$ cat src/rtl/i2s_pkg.sv
// Shared types and constants for the I2S sample path: sample width, stereo
// pair layout, feeder FSM states and the default frame length.
package i2s_pkg;

    localparam int SAMPLE_W       = 16;
    localparam int DEF_FRAME_CLKS = 256;  // 12.288 MHz / 48 kHz

    typedef struct packed {
        logic [SAMPLE_W-1:0] left;
        logic [SAMPLE_W-1:0] right;
    } stereo_t;

    typedef enum logic [1:0] {
        ST_IDLE  = 2'd0,
        ST_PRIME = 2'd1,
        ST_RUN   = 2'd2
    } feed_state_t;

endpackage

$ cat src/rtl/stereo_sync_fifo.sv
// Single-clock FIFO of stereo pairs ({left, right}); DEPTH must be a power of
// two so the pointers wrap naturally. `ready` is registered from the next level.
module stereo_sync_fifo
    import i2s_pkg::*;
#(
    parameter int DEPTH = 16
) (
    input  logic                    clk,
    input  logic                    reset_n,
    input  logic                    push,
    input  logic [2*SAMPLE_W-1:0]   push_data,
    input  logic                    pop,
    output logic [2*SAMPLE_W-1:0]   pop_data,
    output logic [$clog2(DEPTH):0]  level,
    output logic                    full,
    output logic                    empty,
    output logic                    ready
);

    localparam int AW = $clog2(DEPTH);
    localparam logic [AW:0] DEPTH_L = (AW+1)'(DEPTH);

    logic [2*SAMPLE_W-1:0] mem [DEPTH];
    logic [AW-1:0]         wr_ptr;
    logic [AW-1:0]         rd_ptr;
    logic [AW:0]           count;
    logic [AW:0]           count_nxt;
    logic                  do_push;
    logic                  do_pop;

    assign do_push  = push && !full;
    assign do_pop   = pop && !empty;
    assign full     = (count == DEPTH_L);
    assign empty    = (count == '0);
    assign level    = count;
    assign pop_data = mem[rd_ptr];

    always_comb begin
        count_nxt = count;
        if (do_push && !do_pop)
            count_nxt = count + 1'b1;
        else if (!do_push && do_pop)
            count_nxt = count - 1'b1;
    end

    always_ff @(posedge clk or negedge reset_n) begin
        if (!reset_n) begin
            wr_ptr <= '0;
            rd_ptr <= '0;
            count  <= '0;
            ready  <= 1'b0;
        end else begin
            if (do_push)
                wr_ptr <= wr_ptr + 1'b1;
            if (do_pop)
                rd_ptr <= rd_ptr + 1'b1;
            count <= count_nxt;
            // A pop that frees space only re-opens ready on the following cycle.
            ready <= (count_nxt != DEPTH_L);
        end
    end

    always_ff @(posedge clk) begin
        if (do_push)
            mem[wr_ptr] <= push_data;
    end

endmodule

$ cat src/rtl/i2s_sample_feeder.sv
// Buffers stereo pairs and releases one per audio frame to the I2S transmitter.
// Build option I2S_FEED_HOLD_LAST_EN: repeat the last pair on underrun instead of silence.
module i2s_sample_feeder
    import i2s_pkg::*;
#(
    parameter int DEPTH      = 16,
    parameter int FRAME_CLKS = DEF_FRAME_CLKS,
    parameter int VALID_CLKS = 4
) (
    input  logic                    clk,
    input  logic                    reset_n,
    input  logic                    enable,
    input  logic [SAMPLE_W-1:0]     in_left,
    input  logic [SAMPLE_W-1:0]     in_right,
    input  logic                    in_valid,
    output logic                    in_ready,
    output logic [SAMPLE_W-1:0]     left_sample,
    output logic [SAMPLE_W-1:0]     right_sample,
    output logic                    sample_valid,
    output logic [$clog2(DEPTH):0]  fifo_level,
    output logic [15:0]             underrun_cnt,
    output logic                    running,
    output logic [1:0]              dbg_state
);

    localparam int AW = $clog2(DEPTH);
    localparam int CW = $clog2(FRAME_CLKS);
    localparam logic [AW:0]   HALF = (AW+1)'(DEPTH / 2);
    localparam logic [CW-1:0] LAST = CW'(FRAME_CLKS - 1);
    localparam logic [CW-1:0] VLIM = CW'(VALID_CLKS);

    feed_state_t            state;
    feed_state_t            state_nxt;
    logic [CW-1:0]          cnt;
    logic [CW-1:0]          cnt_nxt;
    logic                   tick;
    logic                   sv_nxt;
    logic                   fifo_push;
    logic                   fifo_pop;
    logic                   fifo_full;
    logic                   fifo_empty;
    logic [2*SAMPLE_W-1:0]  fifo_data;

    // Source handshake: a pair transfers on a clk edge where in_valid && in_ready;
    // the source holds in_left/in_right stable while in_valid is high and unaccepted.
    assign fifo_push = in_valid && in_ready && !fifo_full;
    assign fifo_pop  = tick && !fifo_empty;

    stereo_sync_fifo #(.DEPTH(DEPTH)) u_fifo (
        .clk       (clk),
        .reset_n   (reset_n),
        .push      (fifo_push),
        .push_data ({in_left, in_right}),
        .pop       (fifo_pop),
        .pop_data  (fifo_data),
        .level     (fifo_level),
        .full      (fifo_full),
        .empty     (fifo_empty),
        .ready     (in_ready)
    );

    always_ff @(posedge clk or negedge reset_n) begin
        if (!reset_n)
            state <= ST_IDLE;
        else
            state <= state_nxt;
    end

    always_comb begin
        state_nxt = state;
        case (state)
            ST_IDLE:  if (enable) state_nxt = ST_PRIME;
            ST_PRIME: begin
                if (!enable)
                    state_nxt = ST_IDLE;
                else if (fifo_level >= HALF)
                    state_nxt = ST_RUN;
            end
            ST_RUN:   if (!enable) state_nxt = ST_IDLE;
            default:  state_nxt = ST_IDLE;
        endcase
    end

    // The PRIME->RUN transition is itself a tick so the first pair leaves at once.
    always_comb begin
        tick = enable && (((state == ST_PRIME) && (fifo_level >= HALF)) ||
                          ((state == ST_RUN) && (cnt == LAST)));
        cnt_nxt = '0;
        if ((state == ST_RUN) && enable)
            cnt_nxt = (cnt == LAST) ? '0 : cnt + 1'b1;
        sv_nxt    = (state_nxt == ST_RUN) && (cnt_nxt < VLIM);
        running   = (state == ST_RUN);
        dbg_state = state;
    end

    always_ff @(posedge clk or negedge reset_n) begin
        if (!reset_n) begin
            cnt          <= '0;
            sample_valid <= 1'b0;
            left_sample  <= '0;
            right_sample <= '0;
            underrun_cnt <= '0;
        end else begin
            cnt          <= cnt_nxt;
            sample_valid <= sv_nxt;
            if (tick) begin
                if (!fifo_empty) begin
                    left_sample  <= fifo_data[2*SAMPLE_W-1:SAMPLE_W];
                    right_sample <= fifo_data[SAMPLE_W-1:0];
                end else begin
                    if (underrun_cnt != 16'hFFFF)
                        underrun_cnt <= underrun_cnt + 1'b1;
`ifdef I2S_FEED_HOLD_LAST_EN
                    // Outputs already hold the last popped pair (or 0 since reset).
                    left_sample  <= left_sample;
                    right_sample <= right_sample;
`else
                    left_sample  <= '0;
                    right_sample <= '0;
`endif
                end
            end
        end
    end

endmodule

$ cat config.mk
export PLATFORM = sky130hd
export DESIGN_NAME = i2s_sample_feeder
export DESIGN_NICKNAME = d
export VERILOG_FILES = /design/src/rtl/i2s_pkg.sv /design/src/rtl/stereo_sync_fifo.sv /design/src/rtl/i2s_sample_feeder.sv
export SDC_FILE = /design/constraint.sdc
export NUM_CORES = 1
export LEC_CHECK = 0
export BUFFER_PORTS_ARGS = -buffer_cell sky130_fd_sc_hd__buf_2
export CAP_MARGIN = 20
export CORE_AREA = 4 4 207 209
export CTS_CLUSTER_DIAMETER = 60
export DETAILED_ROUTE_END_ITERATION = 10
export DIE_AREA = 0 0 211 213
export PLACE_DENSITY_LB_ADDON = 0.15
export SETUP_SLACK_MARGIN = 0.15
export SLEW_MARGIN = 25
export SYNTH_ARGS = -nofsm -noshare
export SYNTH_HDL_FRONTEND = slang
export SYNTH_SLANG_ARGS = --single-unit
$ cat constraint.sdc
create_clock -name clk -period 5.11 [get_ports clk]
set_input_delay 0.511 -clock clk [delete_from_list [all_inputs] [get_ports clk]]
set_output_delay 0.511 -clock clk [all_outputs]
set_load 0.01 [all_outputs]
Yosys cells after proc, flatten, opt, wreduce, memory -nomap -nowiden
Memory sizes are Yosys's and may differ from the RTL's.
Cells that the tools add are included.
{"block": "op_classes", "eq_ne": 7, "reduce_logical": 20, "n_mux": 13, "add_sub_neg": 6, "n_lt_le_gt_ge": 2}
{"operator": "two-way mux 16 bit", "n": 2}
{"operator": "adder 16 x 1 -> 16 bit (second input constant)", "n": 1}
{"operator": "two-way mux 8 bit", "n": 2}
{"operator": "inequality test 16 bit (second input constant)", "n": 1}
{"operator": "logical AND 1 bit", "n": 12}
{"operator": "two-way mux 5 bit", "n": 2}
{"operator": "adder 4 x 1 -> 4 bit (second input constant)", "n": 2}
{"operator": "adder 8 x 1 -> 8 bit (second input constant)", "n": 1}
{"operator": "equality test 8 bit (second input constant)", "n": 1}
{"operator": "< comparator 8 x 3 -> 1 bit (second input constant)", "n": 1}
{"operator": "two-way mux 2 bit", "n": 4}
{"operator": "case mux 2 bit (3 select lines)", "n": 1}
{"operator": "adder 5 x 1 -> 5 bit (second input constant)", "n": 1}
{"operator": "equality test 5 bit (second input constant)", "n": 1}
{"operator": ">= comparator 5 x 4 -> 1 bit (second input constant)", "n": 1}
{"operator": "zero test 5 bit", "n": 1}
{"operator": "inequality test 5 bit (second input constant)", "n": 1}
{"operator": "subtractor 5 x 1 -> 5 bit (second input constant)", "n": 1}
{"operator": "equality test 2 bit (second input constant)", "n": 2}
{"operator": "zero test 1 bit", "n": 4}
{"operator": "AND reduction 3 bit", "n": 1}
{"operator": "equality test 2 x 1 -> 1 bit (second input constant)", "n": 1}
{"operator": "zero test 2 bit", "n": 1}
{"operator": "two-way mux 1 bit", "n": 2}
{"operator": "logical OR 1 bit", "n": 1}
{"block": "totals", "word_cells": 59, "regBits": 73, "ramBits": 512, "out_inout_bits": 58, "mem_count": 1}
{"memory": "u_fifo.mem", "depth": 16, "word_bits": 32, "rd": 1, "rd_clocked_by_memory_dff": 0, "write_ports": 1, "line_no": "stereo_sync_fifo.sv:23", "rtl": "logic [2*SAMPLE_W-1:0] mem [DEPTH];"}

Longest topological paths before layout
Gate-level depths: netlist of run 1.
{"block": "depth", "word_depth": 10, "mapped_depth": 8, "ltp_nobuf": 8}

Cells and area by module
Synthesis of run 1 repeated with hierarchy kept, for this count alone.
{"block": "unflattened", "hier_cells": 1083, "area_unflattened_um2": 22679.3}
{"module": "stereo_sync_fifo", "n_inst": 1, "cells_each": 807, "area_per_inst_um2": 20054.2}
{"module": "i2s_sample_feeder", "n_inst": 1, "cells_each": 276, "area_per_inst_um2": 2625.0}

Worst setup path before layout of run 1
OpenSTA, ideal clock, no wires.
{"block": "synth_path", "path_type": "register to register", "startpoint": "register u_fifo.count[0], in the netlist u_fifo.level[0]", "endpoint": "memory u_fifo.mem[4][0] (netlist bit), enable pin", "path_slack_ns": 2.176, "setup_ns": 0.392, "period_less_slack_ns": 2.934, "t_arrival_ns": 2.542, "stages_incl_launch_ff": 9, "n_path_buf": 1, "path_cell_list": "dfrtp_1 -> inv_1 -> ha_1 -> nor3b_1 -> a21oi_2 -> clkbuf_1 -> nand2_1 -> nor2_1 -> and2_1"}
{"block": "synth_between", "elab_chain_cells": 6}
{"item": "start, declared", "line_no": "stereo_sync_fifo.sv:26", "rtl": "logic [AW:0] count;"}
{"item": "start signal, assigned", "line_no": "stereo_sync_fifo.sv:57", "rtl": "count <= count_nxt;"}
{"item": "equality test 5 bit (*)", "line_no": "stereo_sync_fifo.sv:33", "rtl": "assign full = (count == DEPTH_L);"}
{"item": "zero test 1 bit (*)", "line_no": "stereo_sync_fifo.sv:31, i2s_sample_feeder.sv:46"}
{"item": "logical AND 1 bit", "line_no": "i2s_sample_feeder.sv:46", "rtl": "assign fifo_push = in_valid && in_ready && !fifo_full;"}
{"item": "logical AND 1 bit (*)", "line_no": "stereo_sync_fifo.sv:31", "rtl": "assign do_push = push && !full;"}
{"item": "two-way mux 1 bit (*)", "line_no": "stereo_sync_fifo.sv:64", "rtl": "if (do_push)"}
{"item": "two-way mux 1 bit (implied by the code) (*)", "line_no": "stereo_sync_fifo.sv:65", "rtl": "mem[wr_ptr] <= push_data;"}
{"item": "end, declared", "line_no": "stereo_sync_fifo.sv:23"}
Mark *: on every way between the ends. The rest lies on a longest branch, timed or not.

Worst setup path after layout of run 1
{"block": "layout_path", "startpoint": "register u_fifo.count[0], in the netlist u_fifo.level[0]", "endpoint": "memory u_fifo.mem[4][26] (netlist bit), enable pin"}
The elaborated chain is that of the path after synthesis.

==> flow_summary.yaml, run 1 <==
sta:
  drv_slew: 0
  period_share_pct: 61.33
  skew_ps: 29.64
  setup_slack_ps: 1976
  rsz0062_at_grt: "no"
  slew_headroom_pct: 30.84
  timing_hold_violations_final: 0
  fin_crit_ps: 3134
  tightest_slew_ps: 1035
  setup_violations: 0
  fmax_mhz: 319.1
  final.setup.tns_ps: 0
yosys:
  synthesis.nets: 1040
  synth_ff_type: "edfxtp_1"
  synth_area_leaders: "edfxtp_1 (69%), mux4_2 (16%), dfrtp_1 (8.1%)"
  synth-async-reset-ratio_pct: 12.48
  ys_ff_latch: 585
  syn_inst: 994
  ys_warn_count: 0
  yosys-top-cells-count: "edfxtp_1 (512), mux4_2 (160), dfrtp_1 (73), a22o_1 (32), clkbuf_1 (28)"
  synth.distinct_cells: 43
  synth_most_common_cell: "edfxtp_1"
  yosysSeqAreaShare_pct: 76.66
  syn_area_mm2: 0.02244
  synth_area_leader_cell: "edfxtp_1"
  synth_edf_count: 512
  postSynthAreaPerCell_um2: 22.57
  yosysTopAreaCellShare_pct: 68.52
global_route:
  use_met1_pct: 29.10
  grt_first_pass_wirelength_um: 68510
  grt_remaining_overflow: 0
  track_usage_pct: 20.47
  grtUsageMet2_pct: 33.70
  grt_pass1_vias: 10900
  grt_max_degree: 59
  grt_use_met3_pct: 3.159
  antenna_found_initial: 3
  grt_busiest_layer: "met2"
route:
  drc_errors: 0
  wire_per_inst_um: 26.26
  ant_nets: 0
  wl_um: 44690
  firstDrtPassIters: 7
  viasPerCell: 6.043
  drtIter0Drc: 881
  via_count: 10290
cts:
  clock_sinks: 585
  postCtsResizedCells: 0
  clock-root-buffer: "clkbuf_16"
  cts_buffer_depth: 3
  clkLatencyLatePin_ps: 620
  cts_made_buffers: 60
  h-tree-depth: 2
  cts_tree: "built"
  cts.clk_slew.worst_paths_ps: 60
setup_path:
  path_class: "register to register"
  end_kind: "register"
  setup.worst_path.start_class: "register"
  cp_max_fo: 32
  required_ps: 5320
  crit_arrival_ps: 3350
die:
  start_util_pct: 54.95
  ios: 94
  rows: 74
  die_w_um: 211
  fp.coreArea_mm2: 0.04083
  die-area_mm2: 0.04494
  die_h_um: 213
cells_and_area:
  drive_gt1_share_pct: 32.71
  area_delta_synth_final_pct: 13.53
  final_util_pct: 62.39
  nets: 1163
  fin_cells: 1702
placed_design:
  gp_congestion: 0.7602
  dp.cells: 1586
  post-place-ws_ps: 1920
  hpwl_um: 23630
  io_buffer_count: 93
pwr:
  power_density_mw_per_mm2: 504.2
  p_leak_nw: 8.483
  finalPower_w: 0.01285
  ir_worst_vdd_mv: 0.3097
min_path:
  hp-class: "primary input to register"
outcome:
  status: "completed"
job:
  maxCapViolCount: 0
## cells in the final DEF (no fill, tap or decap), types with 2 or more instances in the layout
cell,netlist,final
a22o_1,32,32
and2_1,10,2
and2_2,0,3
and2_4,0,5
and3_1,9,5
and3_2,0,3
and4_1,6,2
and4_2,0,2
and4_4,0,2
buf_12,0,3
buf_2,10,92
buf_4,0,14
bufinv_16,0,2
clkbuf_1,28,22
clkbuf_16,0,60
clkbuf_8,0,7
clkinv_1,0,6
clkinv_2,0,10
clkinvlp_4,0,3
dfrtp_1,73,69
dfrtp_4,0,3
diode_2,0,2
edfxtp_1,512,512
ha_1,10,10
inv_1,7,7
maj3_1,2,2
mux2i_1,3,3
mux4_2,160,160
nand2_1,21,21
nand3_1,12,11
nand4_1,9,9
nor2_1,18,17
nor2b_1,2,2
nor3_1,3,3
nor4_1,2,2
o21ai_0,2,2
or4b_1,2,2
xnor2_1,22,22
xor2_1,11,11
## kinds of logic (layout without fill, tap and decap cells)
kind of cell	count (synthesis)	after routing	synth area share [%]
other	0	2	0
AOI/OAI and AO/OA	42	42	1.611
xor gates and xnor gates	33	33	1.288
and+or+nand+nor	102	102	2.554
DFF	585	585	76.66
adders and majority gates	12	12	0.6468
muxes	164	164	16.24
buffers and inverters	56	230	0.9981
## sequential cells by signal (all words and copies together), names as in the netlist, 2 cells and up
register       flops
u_fifo.level       5
right_sample      16
underrun_cnt      16
u_fifo.rd_ptr      4
left_sample       16
dbg_state          2
u_fifo.mem       512
u_fifo.wr_ptr      4
cnt                8
## what timing repair did
item                                   in CTS  in global routing
endpoints found under the hold margin      40                  0
hold buffers                                1                  0
buffers inserted                            0                  0
## final timing paths
path                                      startpoint                           end  slack [ps]  cells past startpoint
setup / recovery           u_fifo.level[0]$_DFF_PN0_   u_fifo.mem[4][26]$_DFFE_PP_        1980                      7
setup reg to reg           u_fifo.level[0]$_DFF_PN0_   u_fifo.mem[4][26]$_DFFE_PP_        1980                      7
max in group asynchronous                    reset_n  u_fifo.rd_ptr[3]$_DFFE_PN0P_        3610                      3
min in group asynchronous                    reset_n        dbg_state[0]$_DFF_PN0_         450                      2
hold / removal                                enable        dbg_state[0]$_DFF_PN0_         260                      2
hold reg to reg                     cnt[0]$_DFF_PN0_              cnt[0]$_DFF_PN0_         450                      1
## layer usage
metal	wire length, um	part of all wire, %
met3	2121	4.7
met1	19110	43
met2	22530	50
met4	921	2.1
met5	13	0.029
## through the flow
step	instance area, um2	hold slack [ps]
6_report	25470	260.0
5_1_grt	25470	248.1
4_1_cts	25470	217.6
3_5_place_dp	23590	448.2
3_3_place_gp	23580	437.4
2_1_floorplan	22440	215.4
## area by class of cell
cell class | count | area [um2]
multi-input combinational | 353 | 5059
timing repair buffer | 110 | 635.6
fill | 2766 | 15360
sequential | 585 | 17210
inverter | 7 | 26.28
clock inverter | 24 | 188.9
clock buffer | 89 | 1680
antenna | 2 | 5.005
tap | 532 | 665.6
## report_power, final
| part | internal [W] | leakage [nW] | switching, W |
|---|---|---|---|
| clock network | 0.00237 | 0.908 | 0.00175 |
| registers | 0.00578 | 5.57 | 0.000402 |
| logic | 0.00135 | 2.00 | 0.00119 |
## critical path, cell delays in order (launching register included)
cell     delay (ps)
dfrtp_1         450
inv_1           130
ha_1            220
nor3b_1         160
a21oi_2         590
nand2_1         120
nor2_1          210
and2_2          840
(Power assumes the default switching activity.)
==> run 2: changes to the inputs <==
--- a/config.mk
+++ b/config.mk
@@ -5,12 +5,13 @@
 export SDC_FILE = /design/constraint.sdc
 export NUM_CORES = 1
 export LEC_CHECK = 0
+export ABC_AREA = 1
 export BUFFER_PORTS_ARGS = -buffer_cell sky130_fd_sc_hd__buf_2
 export CAP_MARGIN = 20
-export CORE_AREA = 4 4 207 209
+export CORE_AREA = 4 4 213 215
 export CTS_CLUSTER_DIAMETER = 60
 export DETAILED_ROUTE_END_ITERATION = 10
-export DIE_AREA = 0 0 211 213
+export DIE_AREA = 0 0 217 219
 export PLACE_DENSITY_LB_ADDON = 0.15
 export SETUP_SLACK_MARGIN = 0.15
 export SLEW_MARGIN = 25
==> constraint.sdc (replaced) <==
create_clock -name clk -period 2.85 [get_ports clk]
set_input_delay 0.285 -clock clk [delete_from_list [all_inputs] [get_ports clk]]
set_output_delay 0.285 -clock clk [all_outputs]
set_load 0.01 [all_outputs]
==> run 2 against run 1 <==
Net effect:
- register-to-register slack got worse by 1400 ps
- die area increased by 5.7%
- sequential share of layout area decreased by 3.6 points
- largest cell class unchanged
==> flow_summary.yaml, run 2 <==
sta:
  fin_crit_ps: 2266
  skew_ps: 29.65
  setup_slack_ps: 584.2
  rsz0062_at_grt: "no"
  timing_hold_violations_final: 0
  period_share_pct: 79.50
  fmax_mhz: 441.3
  setup_violations: 0
  tightest_slew_ps: 728.8
  slew_headroom_pct: 51.41
  drv_slew: 0
  whs_ps: 72.61
min_path:
  whs_path_depth: 1
  hp-class: "primary input to register"
  min_from: "in_right[13]"
  holdPathEnd: "u_fifo.mem[5][13]$_DFFE_PP_"
cells_and_area:
  area_delta_synth_final_pct: 13.58
  drive_gt1_share_pct: 14.50
  final_common_cell: "edfxtp_1"
  largest_reg_flops: 512
  top_register: "u_fifo.mem"
  fill_cells: 3403
  fin_cells: 2613
  mostFrequentLayoutCells: "edfxtp_1 (512), nor2_1 (350), o21ai_0 (239)"
  nets: 2019
placed_design:
  dp.cells: 2503
  io_buffer_count: 93
  gp_congestion: 0.8316
  post-place-ws_ps: 584.6
  hpwl_um: 33220
yosys:
  synth_area_leaders: "edfxtp_1 (65%), dfrtp_1 (7.7%), nor2_1 (5.8%)"
  yosysSeqAreaShare_pct: 72.64
  synth_most_common_cell: "edfxtp_1"
  synth_edf_count: 512
  yosys-top-cells-count: "edfxtp_1 (512), nor2_1 (366), o21ai_0 (239), nand2_1 (137), o211ai_1 (104)"
  yosys.area_share.simple_pct: 10.51
  synthAdderAreaFrac_pct: 0.5283
  synthesis.nets: 1919
  synth_mux_area_share_pct: 0
  synth_top_family_by_area: "compound AO/OA/AOI/OAI gates"
  ys_warn_count: 0
  synth.distinct_cells: 44
  syn_area_mm2: 0.02368
  synth_area_leader_cell: "edfxtp_1"
  yosysTopAreaCellShare_pct: 64.92
  syn_inst: 1873
  postSynthAreaPerCell_um2: 12.64
  synth-async-reset-ratio_pct: 12.48
  synth_ff_type: "edfxtp_1"
  synth_compound_area_share_pct: 11.71
  ys_ff_latch: 585
  synthXorXnorAreaFrac_pct: 0.9616
route:
  via_count: 14980
  drc_errors: 0
  wl_um: 55670
  viasPerCell: 5.732
  wire_per_inst_um: 21.31
  firstDrtPassIters: 5
  ant_nets: 0
  drtIter0Drc: 1364
cts:
  cts.clk_slew.worst_paths_ps: 60
  cts_made_buffers: 58
  clock-root-buffer: "clkbuf_16"
  h-tree-depth: 2
  clkLatencyLatePin_ps: 610
  cts_buffer_depth: 3
  cts_tree: "built"
  postCtsResizedCells: 0
  clock_sinks: 585
pwr:
  ir_worst_vdd_mv: 0.5968
  switching_share_pct: 33.61
  p_leak_nw: 9.597
  p_int_w: 0.01695
  combPwrFrac_pct: 27.8
  power_density_mw_per_mm2: 949.1
  switching_power_w: 0.008579
  clkPwrFrac_pct: 29.3
  seq_power_share_pct: 43.0
global_route:
  grt_max_degree: 134
  antenna_found_initial: 1
  grt_remaining_overflow: 0
  track_usage_pct: 23.29
  grt_pass1_vias: 14590
  grt_first_pass_wirelength_um: 85170
setup_path:
  end_kind: "register"
  r2r_start: "u_fifo.level[0]$_DFF_PN0_"
  r2r_end: "u_fifo.mem[8][6]$_DFFE_PP_"
  cp_max_fo: 15
  path_class: "register to register"
  crit_arrival_ps: 2530
  reg2reg_slack_ps: 580
  setup.worst_path.start_class: "register"
  reg2regPathDepth: 8
  required_ps: 3110
die:
  die_h_um: 219
  die_w_um: 217
  fp.coreArea_mm2: 0.04374
  start_util_pct: 54.14
  die-area_mm2: 0.04752
  ios: 94
  rows: 77
job:
  maxCapViolCount: 0
outcome:
  status: "completed"
-- run 2: worst max-delay path, stage by stage, from the launching register on --
cell and delay, ps:
dfrtp_1 410, inv_1 100, ha_1 220, nand3_1 90
nand2_2 110, inv_2 200, nand2_1 290, nor2_4 180
buf_4 320
-- run 2: cells by family (layout without fill, tap and decap cells) --
| group | after synthesis | in the layout |
|---|---|---|
| adder cells (fa/ha/maj) | 10 | 10 |
| other | 0 | 1 |
| AO/OA/AOI/OAI | 467 | 467 |
| XOR/XNOR | 26 | 26 |
| AND/OR/NAND/NOR | 602 | 602 |
| flip-flops | 585 | 585 |
| buffers and inverters | 183 | 330 |
-- run 2: area by class of cell --
cell class / count / area [um2] / area share [%]
flip-flops and latches: 585 / 17210 / 63.99
inverters: 69 / 274.0 / 1.019
clock buffers: 68 / 1499 / 5.573
clock inverters: 39 / 354.1 / 1.316
multi-input cells: 1105 / 5734 / 21.32
well taps: 592 / 740.7 / 2.754
diodes: 1 / 2.502 / 0.009304
repair buffers: 154 / 1081 / 4.019
-- run 2: power by group through the flow --
stage	Sequential, W	Combinational [W]	Clock (W)
after global placement	0.0111	0.00703	0
after detailed placement	0.0111	0.00713	0
after CTS	0.0110	0.00717	0.00761
final	0.0110	0.00709	0.00747
after floorplan	0.0110	0.00477	0
after global routing	0.0111	0.00789	0.00797
-- run 2: worst max-delay path by stage --
stage / from / endpoint
global route: u_fifo.level[0]$_DFF_PN0_ / u_fifo.mem[8][6]$_DFFE_PP_
floorplan: u_fifo.level[0]$_DFF_PN0_ / u_fifo.mem[11][0]$_DFFE_PP_
detailed placement: u_fifo.level[0]$_DFF_PN0_ / u_fifo.mem[11][26]$_DFFE_PP_
CTS: u_fifo.level[0]$_DFF_PN0_ / u_fifo.mem[8][6]$_DFFE_PP_
global placement: u_fifo.level[0]$_DFF_PN0_ / u_fifo.mem[10][24]$_DFFE_PP_
finish: u_fifo.level[0]$_DFF_PN0_ / u_fifo.mem[8][6]$_DFFE_PP_
-- run 2: metal layers --
layer  part of all wire [%]  vias to the layer above  track usage, %
li1                       -                     6981               -
met5                      0                        -               0
met3                    6.0                       98           3.669
met4                    2.7                        0           7.526
met1                     44                     7435           33.00
met2                     48                      463           37.61
-- run 2: metrics by stage --
step                      util [%]  instance area, um2  TNS [ps]  power, W
after floorplan                  -               23700    -55200   0.01574
after global placement       57.21               25020         0   0.01814
after detailed placement     57.21               25020         0   0.01826
after CTS                    61.49               26890         0   0.02574
after global routing         61.49               26900         0   0.02692
final                        61.49               26900         0   0.02553
-- run 2: what timing repair did --
item	4_1_cts	5_1_grt
endpoints found under the hold margin	42	0
buffers inserted	0	0
hold buffers	2	0
setup endpoints to repair	0	0
